[config.mk]
export PLATFORM = sky130hd
export DESIGN_NAME = rvc_asap_5pl_dmem_arb_flat
export DESIGN_NICKNAME = d
export VERILOG_FILES = /design/src/rtl/rvc_asap_5pl_dmem_arb_if.sv /design/src/rtl/rvc_asap_5pl_dmem_arb.sv /design/src/flat_wrapper.sv
export SDC_FILE = /design/constraint.sdc
export NUM_CORES = 1
export LEC_CHECK = 0
export ABC_AREA = 1
export CORE_AREA = 2 2 123 125
export CTS_BUF_LIST = sky130_fd_sc_hd__clkbuf_2 sky130_fd_sc_hd__clkbuf_4 sky130_fd_sc_hd__clkbuf_8
export DETAILED_ROUTE_END_ITERATION = 16
export DIE_AREA = 0 0 125 127
export GPL_TIMING_DRIVEN = 0
export SLEW_MARGIN = 40
export SYNTH_ARGS = -nofsm -noshare
export SYNTH_HDL_FRONTEND = slang
export SYNTH_SLANG_ARGS = --single-unit
[constraint.sdc]
create_clock -name Clock -period 2.5 [get_ports Clock]
set_input_delay 0.25 -clock Clock [delete_from_list [all_inputs] [get_ports Clock]]
set_output_delay 0.25 -clock Clock [all_outputs]
set_load 0.005 [all_outputs]
[src/rtl/rvc_asap_5pl_dmem_arb_if.sv]
// Shared data-memory port bundle: core requester, external requester and the
// single sync-read memory port behind the arbiter.
interface rvc_asap_5pl_dmem_arb_if;
   logic        CoreReq;
   logic        CoreWr;
   logic [31:0] CoreAddr;
   logic [31:0] CoreData;
   logic [3:0]  CoreByteEn;
   logic        CoreGnt;
   logic        CoreRdValid;
   logic [31:0] CoreRdData;

   logic        ExtReq;
   logic        ExtWr;
   logic        ExtLock;
   logic [31:0] ExtAddr;
   logic [31:0] ExtData;
   logic [3:0]  ExtByteEn;
   logic        ExtGnt;
   logic        ExtRdValid;
   logic [31:0] ExtRdData;

   logic [31:0] address;
   logic [31:0] data;
   logic [3:0]  byteena;
   logic        wren;
   logic        rden;
   logic [31:0] q;

   // Arbiter side
   modport slave (
      input  CoreReq, CoreWr, CoreAddr, CoreData, CoreByteEn,
      output CoreGnt, CoreRdValid, CoreRdData,
      input  ExtReq, ExtWr, ExtLock, ExtAddr, ExtData, ExtByteEn,
      output ExtGnt, ExtRdValid, ExtRdData,
      output address, data, byteena, wren, rden,
      input  q
   );

   // Requesters plus memory side
   modport master (
      output CoreReq, CoreWr, CoreAddr, CoreData, CoreByteEn,
      input  CoreGnt, CoreRdValid, CoreRdData,
      output ExtReq, ExtWr, ExtLock, ExtAddr, ExtData, ExtByteEn,
      input  ExtGnt, ExtRdValid, ExtRdData,
      input  address, data, byteena, wren, rden,
      output q
   );
endinterface

[src/rtl/rvc_asap_5pl_dmem_arb.sv]
// Core/external arbiter for the shared data-memory port: core priority with
// starvation-forced and locked-burst external ownership, 1-cycle read return.
module rvc_asap_5pl_dmem_arb #(
   parameter int unsigned STARVE_MAX = 8,
   parameter int unsigned BURST_MAX  = 4
) (
   input logic                    Clock,
   input logic                    Rst,
   rvc_asap_5pl_dmem_arb_if.slave bus
);

   localparam int unsigned CNT_W = 8;
   localparam logic [CNT_W-1:0] STARVE_LIM = CNT_W'(STARVE_MAX);
   localparam logic [CNT_W-1:0] BURST_LIM  = CNT_W'(BURST_MAX);
   localparam logic [CNT_W-1:0] CNT_ONE    = CNT_W'(1);

   typedef enum logic {
      ARB_CORE = 1'b0,
      ARB_EXT  = 1'b1
   } arb_state_e;

   arb_state_e       state;
   arb_state_e       state_nxt;
   logic [CNT_W-1:0] starve_cnt;
   logic [CNT_W-1:0] starve_nxt;
   logic [CNT_W-1:0] beat_cnt;
   logic [CNT_W-1:0] beat_nxt;
   logic             core_gnt_c;
   logic             ext_gnt_c;
   logic             rd_pend_core;
   logic             rd_pend_ext;

   // State and counter registers
   always_ff @(posedge Clock or negedge Rst) begin
      if (!Rst) begin
         state      <= ARB_CORE;
         starve_cnt <= '0;
         beat_cnt   <= '0;
      end else begin
         state      <= state_nxt;
         starve_cnt <= starve_nxt;
         beat_cnt   <= beat_nxt;
      end
   end

   // Grant decision and ownership transitions
   always_comb begin
      state_nxt  = state;
      starve_nxt = starve_cnt;
      beat_nxt   = beat_cnt;
      core_gnt_c = 1'b0;
      ext_gnt_c  = 1'b0;
      case (state)
         ARB_CORE: begin
            core_gnt_c = Rst && bus.CoreReq;
            ext_gnt_c  = Rst && bus.ExtReq && !bus.CoreReq;
            if (ext_gnt_c || !bus.ExtReq) begin
               starve_nxt = '0;
            end else if (starve_cnt != STARVE_LIM) begin
               starve_nxt = starve_cnt + CNT_ONE;
            end
            // Forced entry fires the cycle the denial streak hits the limit
            if (bus.ExtReq && !ext_gnt_c && (starve_nxt == STARVE_LIM)) begin
               state_nxt = ARB_EXT;
               beat_nxt  = '0;
            end else if (ext_gnt_c && bus.ExtLock && (BURST_LIM > CNT_ONE)) begin
               state_nxt = ARB_EXT;
               beat_nxt  = CNT_ONE;
            end
         end
         ARB_EXT: begin
            ext_gnt_c  = Rst && bus.ExtReq;
            starve_nxt = '0;
            if (ext_gnt_c) begin
               beat_nxt = beat_cnt + CNT_ONE;
            end
            if (!bus.ExtReq || !bus.ExtLock || (beat_nxt == BURST_LIM)) begin
               state_nxt  = ARB_CORE;
               starve_nxt = '0;
               beat_nxt   = '0;
            end
         end
         default: begin
            state_nxt  = ARB_CORE;
            starve_nxt = '0;
            beat_nxt   = '0;
         end
      endcase
   end

   assign bus.CoreGnt = core_gnt_c;
   assign bus.ExtGnt  = ext_gnt_c;

   // Memory port mux; idle port is driven to zero
   always_comb begin
      bus.address = '0;
      bus.data    = '0;
      bus.byteena = '0;
      bus.wren    = 1'b0;
      bus.rden    = 1'b0;
      if (core_gnt_c) begin
         bus.address = bus.CoreAddr;
         bus.data    = bus.CoreData;
         bus.byteena = bus.CoreByteEn;
         bus.wren    = bus.CoreWr;
         bus.rden    = !bus.CoreWr;
      end else if (ext_gnt_c) begin
         bus.address = bus.ExtAddr;
         bus.data    = bus.ExtData;
         bus.byteena = bus.ExtByteEn;
         bus.wren    = bus.ExtWr;
         bus.rden    = !bus.ExtWr;
      end
   end

   // Read-return owner tag, one deep to match the memory latency
   always_ff @(posedge Clock or negedge Rst) begin
      if (!Rst) begin
         rd_pend_core <= 1'b0;
         rd_pend_ext  <= 1'b0;
      end else begin
         rd_pend_core <= core_gnt_c && !bus.CoreWr;
         rd_pend_ext  <= ext_gnt_c && !bus.ExtWr;
      end
   end

   assign bus.CoreRdValid = rd_pend_core;
   assign bus.ExtRdValid  = rd_pend_ext;
   assign bus.CoreRdData  = rd_pend_core ? bus.q : '0;
   assign bus.ExtRdData   = rd_pend_ext  ? bus.q : '0;

endmodule
[src/flat_wrapper.sv]
// flat-port wrapper written by rule: the top's interface ports become plain ports
module rvc_asap_5pl_dmem_arb_flat 
#(
   parameter int unsigned STARVE_MAX = 8,
   parameter int unsigned BURST_MAX  = 4
)
  (Clock, Rst, bus_CoreReq, bus_CoreWr, bus_CoreAddr, bus_CoreData, bus_CoreByteEn, bus_CoreGnt, bus_CoreRdValid, bus_CoreRdData, bus_ExtReq, bus_ExtWr, bus_ExtLock, bus_ExtAddr, bus_ExtData, bus_ExtByteEn, bus_ExtGnt, bus_ExtRdValid, bus_ExtRdData, bus_address, bus_data, bus_byteena, bus_wren, bus_rden, bus_q);
  rvc_asap_5pl_dmem_arb_if bus_i ();
  input logic Clock;
  input logic Rst;
  input wire logic [$bits(bus_i.CoreReq)-1:0] bus_CoreReq;
  input wire logic [$bits(bus_i.CoreWr)-1:0] bus_CoreWr;
  input wire logic [$bits(bus_i.CoreAddr)-1:0] bus_CoreAddr;
  input wire logic [$bits(bus_i.CoreData)-1:0] bus_CoreData;
  input wire logic [$bits(bus_i.CoreByteEn)-1:0] bus_CoreByteEn;
  output wire logic [$bits(bus_i.CoreGnt)-1:0] bus_CoreGnt;
  output wire logic [$bits(bus_i.CoreRdValid)-1:0] bus_CoreRdValid;
  output wire logic [$bits(bus_i.CoreRdData)-1:0] bus_CoreRdData;
  input wire logic [$bits(bus_i.ExtReq)-1:0] bus_ExtReq;
  input wire logic [$bits(bus_i.ExtWr)-1:0] bus_ExtWr;
  input wire logic [$bits(bus_i.ExtLock)-1:0] bus_ExtLock;
  input wire logic [$bits(bus_i.ExtAddr)-1:0] bus_ExtAddr;
  input wire logic [$bits(bus_i.ExtData)-1:0] bus_ExtData;
  input wire logic [$bits(bus_i.ExtByteEn)-1:0] bus_ExtByteEn;
  output wire logic [$bits(bus_i.ExtGnt)-1:0] bus_ExtGnt;
  output wire logic [$bits(bus_i.ExtRdValid)-1:0] bus_ExtRdValid;
  output wire logic [$bits(bus_i.ExtRdData)-1:0] bus_ExtRdData;
  output wire logic [$bits(bus_i.address)-1:0] bus_address;
  output wire logic [$bits(bus_i.data)-1:0] bus_data;
  output wire logic [$bits(bus_i.byteena)-1:0] bus_byteena;
  output wire logic [$bits(bus_i.wren)-1:0] bus_wren;
  output wire logic [$bits(bus_i.rden)-1:0] bus_rden;
  input wire logic [$bits(bus_i.q)-1:0] bus_q;
  assign bus_i.CoreReq = bus_CoreReq;
  assign bus_i.CoreWr = bus_CoreWr;
  assign bus_i.CoreAddr = bus_CoreAddr;
  assign bus_i.CoreData = bus_CoreData;
  assign bus_i.CoreByteEn = bus_CoreByteEn;
  assign bus_CoreGnt = bus_i.CoreGnt;
  assign bus_CoreRdValid = bus_i.CoreRdValid;
  assign bus_CoreRdData = bus_i.CoreRdData;
  assign bus_i.ExtReq = bus_ExtReq;
  assign bus_i.ExtWr = bus_ExtWr;
  assign bus_i.ExtLock = bus_ExtLock;
  assign bus_i.ExtAddr = bus_ExtAddr;
  assign bus_i.ExtData = bus_ExtData;
  assign bus_i.ExtByteEn = bus_ExtByteEn;
  assign bus_ExtGnt = bus_i.ExtGnt;
  assign bus_ExtRdValid = bus_i.ExtRdValid;
  assign bus_ExtRdData = bus_i.ExtRdData;
  assign bus_address = bus_i.address;
  assign bus_data = bus_i.data;
  assign bus_byteena = bus_i.byteena;
  assign bus_wren = bus_i.wren;
  assign bus_rden = bus_i.rden;
  assign bus_i.q = bus_q;
  rvc_asap_5pl_dmem_arb #(.STARVE_MAX(STARVE_MAX), .BURST_MAX(BURST_MAX)) u_core (.Clock(Clock), .Rst(Rst), .bus(bus_i));
endmodule
; ---- Word level (Yosys, flattened, before mapping)
; Index checks and enable logic that the tools add are counted.
[word_totals]
reg_bits = 19
input_bits = 175
out_inout_bits = 138
word_cells = 57
[op_classes]
n_addsub = 2
n_eq_ne = 4
mux = 28
bitwise_logic = 1
n_reduce_logical = 17
[ops]
columns = cell, count
row1 = $mux W32, 6
row2 = $mux W8, 8
row3 = $pmux W8 S2, 2
row4 = $add A8 B1 Y8 const B, 2
row5 = $eq A8 B3 Y1 const B, 1
row6 = $eq A8 B4 Y1 const B, 1
row7 = $logic_and A1 B1 Y1, 8
row8 = $mux W1, 8
row9 = $mux W4, 2
row10 = $ne A8 B4 Y1 const B, 1
row11 = $logic_not A1 Y1, 6
row12 = $pmux W1 S2, 2
row13 = $logic_or A1 B1 Y1, 3
row14 = $ne A3 B1 Y1 const B, 1
row15 = $not A1 Y1, 1

; ---- Depth between registers and ports, before layout
; Gate-level depths: netlist of run 1.
[depth]
ltp_word = 9
depth_mapped = 13
mapped_depth_nobuf = 13

; ---- Least setup slack after synthesis of run 1
; No wires, ideal clock.
[synth_timing]
kind = reg-to-output
start = register u_core.state
end = output bus_address[23]
arrival_ns = 1.322
required_ns = 2.250
setup_slack_ns = 0.928
path_stages_with_launch = 7
path_buffers = 2
cell_sequence = dfrtp_1 > buf_4 > inv_2 > nand2_1 > nor2_2 > clkbuf_1 > a22o_1
[synth_between]
word_cells_on_any_way = 5
cone_classes = 4 x mux / 1 x bitwise
[synth_rtl]
columns = item, line_no
row1 = "start, declared", rvc_asap_5pl_dmem_arb.sv:22  ; arb_state_e state;
row2 = "start signal, assigned", rvc_asap_5pl_dmem_arb.sv:40  ; state <= state_nxt;
row3 = $mux W1, rvc_asap_5pl_dmem_arb.sv:53  ; case (state)
row4 = named net bus_CoreGnt, flat_wrapper.sv:16  ; output wire logic [$bits(bus_i.CoreGnt)-1:0] bus_CoreGnt;
row5 = $mux W32, rvc_asap_5pl_dmem_arb.sv:101  ; if (core_gnt_c) begin
row6 = "end, declared", flat_wrapper.sv:28  ; output wire logic [$bits(bus_i.address)-1:0] bus_address;
; The timed path passes the listed nets, and every way through them passes these cells.

; ---- Worst setup path in the final report of run 1
[layout_timing]
start = register u_core.state
end = output bus_address[16]
[layout_between]
elab_chain_len = 4
word_cells_on_any_way = 5
cone_classes = 4 x mux / 1 x bitwise
[layout_lines]
columns = item, line_no
row1 = $not A1 Y1, rvc_asap_5pl_dmem_arb.sv:53
row2 = $pmux W1 S2, rvc_asap_5pl_dmem_arb.sv:53
row3 = $mux W32, rvc_asap_5pl_dmem_arb.sv:107  ; end else if (ext_gnt_c) begin
row4 = $mux W32 (*), rvc_asap_5pl_dmem_arb.sv:101
; Every way passes the cells marked *; elsewhere a longest branch is shown, timed or not.

==> results of run 1 <==
==> stage by stage <==
| stage | hold slack, ns | TNS [ns] |
|---|---|---|
| 2_1_floorplan | -0.0456 | 0 |
| 3_3_place_gp | 0.531 | -70.61 |
| 3_5_place_dp | 0.267 | -20.57 |
| 4_1_cts | 0.450 | 0 |
| 6_report | 0.0874 | 0 |
| 5_1_grt | 0.129 | 0 |
==> layout make-up <==
type / instances / area (sq um) / area share
tap: 184 / 230 / 0.0386
inverter: 95 / 359 / 0.0601
multi-input combinational: 266 / 1520 / 0.254
buffer: 21 / 158 / 0.0264
timing repair buffer: 318 / 3180 / 0.532
clock buffer: 4 / 48.8 / 0.00817
sequential: 19 / 475 / 0.0796
antenna: 1 / 2.50 / 0.000419
==> power breakdown <==
part | leakage, nW | total [mW] | internal, mW | switching (mW)
combinational | 2.66 | 1.35 | 0.806 | 0.546
sequential | 0.260 | 0.360 | 0.336 | 0.0240
clock | 0.0262 | 0.226 | 0.124 | 0.102
total | 2.94 | 1.94 | 1.27 | 0.672
==> layer usage <==
metal	wire length [um]	share of wire	track usage	up-vias
met4	557	0.037	0.0601	0
met5	0	0	0	-
met3	1250	0.083	0.0419	22
met2	8170	0.54	0.351	174
met1	5100	0.34	0.177	1738
li1	-	-	-	1933
==> worst max-delay path by stage <==
stage                                  to  slack, ns
after floorplan           bus_address[23]       0.93
after global placement           bus_wren      -1.20
after detailed placement         bus_wren      -0.51
after CTS                 bus_address[12]      0.007
after global routing      bus_address[16]      0.001
final                     bus_address[16]        0.1
==> synthesized netlist by cell type (all sizes together) <==
master  number  area (sq um)
nand4        3          18.8
clkinv       1          3.75
ha           3          37.5
nand3       26           153
xor2         1          8.76
nor2        30           133
clkbuf      15          56.3
o21ai       11          58.8
a22o        68           596
o21bai       2          15.0
nand2      118           465
o22ai        1          6.26
a21oi        2          10.0
o211ai       1          7.51
buf          6          37.5
inv         94           353
dfrtp       19           475
==> state kept, by name, summed over array words and instances (netlist names) <==
register,flops
u_core.bus.ExtRdValid,1
u_core.bus.CoreRdValid,1
u_core.state,1
u_core.beat_cnt,8
u_core.starve_cnt,8
==> worst max-delay path: cells and delay by family, from the launching register on <==
family | cells | cell delay (ns)
buf+inv | 6 | 1.14
flops | 1 | 0.36
simple gates | 2 | 0.22
compound gates | 1 | 0.17
==> logic make-up after synthesis <==
kind of cell    after synthesis  synth area share
compound gates               85             0.285
xor+xnor                      1           0.00360
fa+ha+maj                     3            0.0154
buf+inv                     116             0.185
flops                        19             0.195
simple gates                177             0.316
==> what timing repair did <==
item | CTS | global route
setup endpoints to repair | 72 | 45
resized for setup | 24 | 17
endpoints found under the hold margin | 19 | 0
pin swaps | 1 | 1
hold buffers | 1 | 0
cloned | 1 | 0
setup buffers | 4 | 0
==> flow_summary.yaml, run 1 <==
place:
  dp_slack_ns: -0.507
  dp_hpwl_um: 13200
  place_inst: 897
  dpl_cell_area_sq_um: 5780
  routabilityCongestion: 0.906
  port_buffers: 312
power_and_ir_drop:
  vdd.ir_drop.worst_v: 0.000158
  power_density_nw_per_um2: 325
  p_leak_nw: 2.94
  power_mw: 1.94
logic_synthesis:
  syn_nets: 579
  synthCells: 401
  ys_types: 27
  ys_ff_latch: 19
  synth_seq_area_share: 0.195
  yosysWarnings: 0
  syn_area_sq_um: 2430
  avgSynthCellArea_sq_um: 6.07
clock_network:
  cts_root_buffer: "clkbuf_8"
  cts_tree: "yes"
  clock_latency_ns: 0.26
  clockBufferDepth: 2
  cts_buffers: 3
  h-tree-depth: 1
  cts.sinks: 19
  clk_pin_slew_ns: 0.07
cells_and_area:
  drive_gt1_frac: 0.0692
  final_common_cell: "clkdlybuf4s50_1"
  area_growth_pct: 145
  nFillCells: 1501
  finalInstanceArea_sq_um: 5970
  fin_util: 0.414
  fin_nets: 902
  layout_common_cells: "304 x clkdlybuf4s50_1, 110 x nand2_1, 89 x inv_1"
  stdcell_count: 908
global_route:
  grt_pass1_vias: 3966
  grt_max_degree: 20
  overflow: 0
  grt_use_total: 0.176
  grt_pass1_wl_um: 22000
  antenna_found_initial: 1
die:
  die_area_sq_um: 15900
  die_h_um: 127
  num_io_pins: 313
  core_area_sq_um: 14400
  die_x_um: 125
  start_util: 0.169
  rows: 44
worst_setup_path:
  crit_chain: "buf_4 > inv_4 > nand2_2 > nor2_4 > buf_12 > buf_4 > buf_6 > a22o_1 > clkdlybuf4s50_1"
  reg2regPathDepth: 13
  endpoint_kind: "output port"
  crit_type: "reg2out"
  critPathLaunch: "u_core.state"
  r2r-start: "u_core.starve_cnt[0]"
  crit_fanout: 10
  cp-start-kind: "register"
  crit_path_frequent_cell: "buf_4"
  critPathArrivalTime_ns: 2.15
  rr_endpoint: "u_core.beat_cnt[0]"
  max_stage_delay_ns: 0.51
  crit_path_top_delay_cell: "clkdlybuf4s50_1"
  rrSetupSlack_ns: 0.70
  critPathRequiredTime_ns: 2.25
drt:
  antenna_left: 0
  vias: 3867
  wl_um: 15100
  drc: 0
  first_pass_iters: 4
  first_iter_violations: 110
  post_drt_wl_per_cell_um: 16.6
  vias_per_cell: 4.26
sta:
  rsz0062_at_grt: "no"
  finalMaxSlewViolations: 0
  max-slew-margin-rel: 0.617
  period_share: 0.962
  tightest_slew_ns: 0.573
  clock_skew_ns: 0.00306
  final-hold-violation-count: 0
  layout_setup_ws_ns: 0.0952
  min_period_ns: 2.40
  max_freq_ghz: 0.416
  setup_violations: 0
min_path:
  hp-class: "in2async"
job:
  drv_cap: 0
run_status:
  status: "finished clean"
No activity file was read; power rests on OpenSTA's default activity.
==> run 2: changes to the inputs <==
- SKIP_CTS_REPAIR_TIMING: unset -> 1
==> flow_summary.yaml, run 2 (same netlist as run 1, synthesis figures left out) <==
die:
  die_area_sq_um: 15900
  rows: 44
  die_x_um: 125
  start_util: 0.169
  num_io_pins: 313
  die_h_um: 127
  core_area_sq_um: 14400
global_route:
  grt_max_degree: 25
  grt_pass1_vias: 3938
  antenna_found_initial: 1
  grt_pass1_wl_um: 21800
  grt_use_total: 0.174
  overflow: 0
clock_network:
  cts_buffers: 3
  clk_pin_slew_ns: 0.07
  cts.sinks: 19
  clockBufferDepth: 2
  cts_tree: "yes"
  cts_root_buffer: "clkbuf_8"
  h-tree-depth: 1
  clock_latency_ns: 0.25
power_and_ir_drop:
  power_density_nw_per_um2: 324
  vdd.ir_drop.worst_v: 0.000172
  p_leak_nw: 2.88
  power_mw: 1.92
cells_and_area:
  drive_gt1_frac: 0.0653
  fin_util: 0.410
  reg_top3: "u_core.beat_cnt: 8 flops, u_core.starve_cnt: 8 flops"
  final_common_cell: "clkdlybuf4s50_1"
  area_growth_pct: 143
  fin_nets: 899
  nFillCells: 1506
  layout_common_cells: "309 x clkdlybuf4s50_1, 109 x nand2_1, 89 x inv_1"
job:
  drv_cap: 0
worst_setup_path:
  critPathRequiredTime_ns: 2.25
  endpoint_kind: "output port"
  r2r-start: "u_core.starve_cnt[0]"
  cp-start-kind: "register"
  critPathArrivalTime_ns: 2.18
  critPathLaunch: "u_core.state"
  crit_type: "reg2out"
  rrSetupSlack_ns: 0.70
  crit_fanout: 10
drt:
  first_pass_iters: 4
  vias_per_cell: 4.28
  antenna_left: 0
  drc: 0
  post_drt_wl_per_cell_um: 16.6
  first_iter_violations: 144
  vias: 3872
  wl_um: 15000
sta:
  final-hold-violation-count: 0
  period_share: 0.971
  max_freq_ghz: 0.412
  setup_violations: 0
  min_period_ns: 2.43
  max-slew-margin-rel: 0.431
  final.setup.tns_ns: 0
  finalMaxSlewViolations: 0
  tightest_slew_ns: 0.851
  clock_skew_ns: 0.000747
min_path:
  worstHoldStart: "Rst"
  hp-class: "in2reg"
place:
  routabilityCongestion: 0.906
  port_buffers: 312
  dp_hpwl_um: 13200
run_status:
  status: "finished clean"
run 2: changes by cell type in the layout (fill, tap and decap cells not counted), sizes merged:
cell	delta
clkdlybuf4s50	+5
dlygate4sd2	-4
buf	-3
clkbuf	-1
dlygate4sd3	+1
dlymetal6s2s	-1
run 2: metal layers:
layer / vias to the layer above / wire length (um) / global-route usage
met2: 181 / 8140 / 0.344
met4: 0 / 598 / 0.0699
li1: 1928 / - / -
met1: 1741 / 5070 / 0.175
met3: 22 / 1240 / 0.0423
met5: - / 0 / 0
run 2: path summary, 6_finish.rpt:
check,cells past startpoint,end
min in group asynchronous,2,u_core.starve_cnt[3]
min reg2reg,2,u_core.beat_cnt[7]
max reg2reg,13,u_core.beat_cnt[0]
min,4,u_core.beat_cnt[1]
max in group asynchronous,2,u_core.beat_cnt[0]
max,9,bus_wren
run 2: area by class of cell:
cell class / count / area, sq um / share of cell area
well taps: 184 / 230 / 0.0389
plain buffers: 21 / 131 / 0.0222
flip-flops and latches: 19 / 475 / 0.0803
repair buffers: 315 / 3150 / 0.532
clock buffers: 4 / 48.8 / 0.00824
inverters: 95 / 359 / 0.0607
multi-input cells: 266 / 1520 / 0.257
diodes: 1 / 2.50 / 0.000423
run 2: power breakdown:
group / leakage (nW) / switching (mW) / internal [mW]
Sequential: 0.260 / 0.0242 / 0.336
Clock: 0.0262 / 0.102 / 0.124
Combinational: 2.60 / 0.541 / 0.789
run 2: worst max-delay path, cell delays in order (launching register included):
cell             delay, ns
dfrtp_1               0.36
buf_4                 0.17
inv_2                 0.09
nand2_2               0.10
nor2_4                0.12
buf_4                 0.16
buf_6                 0.17
a21oi_1               0.06
nor2_2                0.16
clkdlybuf4s50_1       0.54
run 2: stage by stage:
| step | area, sq um | std cells | setup slack, ns | hold WS [ns] |
|---|---|---|---|---|
| floorplan | 2430 | 401 | 0.928 | -0.0456 |
| global placement | 5790 | 897 | -1.20 | 0.531 |
| detailed placement | 5780 | 897 | -0.507 | 0.267 |
| CTS | 5830 | 901 | -0.573 | -0.0114 |
| global route | 5920 | 905 | -0.00938 | 0.514 |
| finish | 5920 | 905 | 0.0719 | 0.476 |
==> run 3: changes to the inputs <==
- ABC_CLOCK_PERIOD_IN_PS: unset -> 2500
- PLACE_DENSITY: unset -> 0.63
==> flow_summary.yaml, run 3 (same netlist as run 1, synthesis figures left out) <==
cells_and_area:
  fin_nets: 900
  reg_top3: "u_core.beat_cnt: 8 flops, u_core.starve_cnt: 8 flops"
  final_common_cell: "clkdlybuf4s50_1"
  drive_gt1_frac: 0.0652
  layout_common_cells: "308 x clkdlybuf4s50_1, 109 x nand2_1, 89 x inv_1"
  area_growth_pct: 144
  fin_util: 0.412
worst_setup_path:
  crit_type: "reg2out"
  crit_fanout: 10
  critPathArrivalTime_ns: 2.15
  critPathRequiredTime_ns: 2.25
  rrSetupSlack_ns: 0.79
  cp-start-kind: "register"
  endpoint_kind: "output port"
drt:
  first_pass_iters: 4
  first_iter_violations: 147
  post_drt_wl_per_cell_um: 15.8
  vias: 3795
  antenna_left: 0
  drc: 0
  wl_um: 14300
  vias_per_cell: 4.19
clock_network:
  clk_pin_slew_ns: 0.08
  cts_tree: "yes"
  clock_latency_ns: 0.27
  clockBufferDepth: 2
  cts_buffers: 3
  h-tree-depth: 1
  cts_root_buffer: "clkbuf_8"
  cts.sinks: 19
die:
  start_util: 0.169
  die_area_sq_um: 15900
  core_area_sq_um: 14400
  num_io_pins: 313
  die_x_um: 125
  die_h_um: 127
  rows: 44
place:
  dp_hpwl_um: 12400
  port_buffers: 312
  routabilityCongestion: 0.841
  dp_slack_ns: -0.440
global_route:
  grt_max_degree: 25
  grt_pass1_wl_um: 21000
  antenna_found_initial: 1
  overflow: 0
  grt_use_total: 0.168
  grt_pass1_vias: 3668
sta:
  period_share: 0.961
  max_freq_ghz: 0.416
  setup_violations: 0
  min_period_ns: 2.40
  layout_setup_ws_ns: 0.0986
  max-slew-margin-rel: 0.371
  final-hold-violation-count: 0
  clock_skew_ns: 0.00874
  finalMaxSlewViolations: 0
  whs_ns: 0.473
  tightest_slew_ns: 0.941
  rsz0062_at_grt: "yes"
power_and_ir_drop:
  p_leak_nw: 2.90
  power_density_nw_per_um2: 322
  vdd.ir_drop.worst_v: 0.000190
min_path:
  hp-class: "in2reg"
run_status:
  status: "finished clean"
job:
  drv_cap: 0
## run 3: cell count changes in the layout (fill, tap and decap cells not counted), sizes merged
cell / change
buf: +2
clkbuf: -2
clkdlybuf4s50: -1
clkinvlp: +1
dlymetal6s2s: +1
## run 3: metrics by stage
stage	area, sq um	power [mW]	setup TNS [ns]	instances
after floorplan	2430	0.824	0	401
after CTS	5830	1.90	-27.35	901
after global routing	5940	2.04	-0.0587	906
after detailed placement	5780	1.66	-23.23	897
final	5940	1.92	0	906
after global placement	5790	1.66	-79.51	897
## run 3: final timing paths
check	startpoint	endpoint	cells past startpoint
worst max-delay path	u_core.state	bus_address[12]	9
worst min-delay path	Rst	u_core.beat_cnt[1]	4
worst max register to register	u_core.starve_cnt[0]	u_core.beat_cnt[2]	11
worst min register to register	u_core.beat_cnt[7]	u_core.beat_cnt[7]	2
max in group asynchronous	Rst	u_core.bus.CoreRdValid	2
min in group asynchronous	Rst	u_core.starve_cnt[4]	2
## run 3: cell type report
cell class | instances | area, sq um
clock buffer | 3 | 41.3
buffer | 21 | 149
timing repair buffer | 316 | 3160
fill | 1490 | 8480
clock inverter | 1 | 7.51
antenna | 1 | 2.50
inverter | 95 | 359
multi-input combinational | 266 | 1520
tap | 184 | 230
sequential | 19 | 475
## run 3: per-layer routing
| metal | vias up | wire (um) | track usage |
|---|---|---|---|
| met5 | - | 0 | 0 |
| met4 | 0 | 339 | 0.0503 |
| met3 | 13 | 1120 | 0.0456 |
| met2 | 163 | 7600 | 0.321 |
| met1 | 1686 | 5230 | 0.180 |
| li1 | 1933 | - | - |
## run 3: power by group
group          switching [mW]  leakage [nW]  total (mW)  internal (mW)
Combinational           0.529          2.62        1.33          0.797
Clock                   0.115        0.0217       0.228          0.113
Sequential             0.0261         0.260       0.362          0.336
Total                   0.671          2.90        1.92           1.25
## run 3: critical path, cell delays in order (launching register included)
cell and delay [ns]:
dfrtp_1 0.33, buf_4 0.17, inv_2 0.07, nand2_2 0.10
nand2_2 0.11, inv_4 0.12, buf_8 0.16, buf_6 0.15
a22o_1 0.15, clkdlybuf4s50_1 0.52
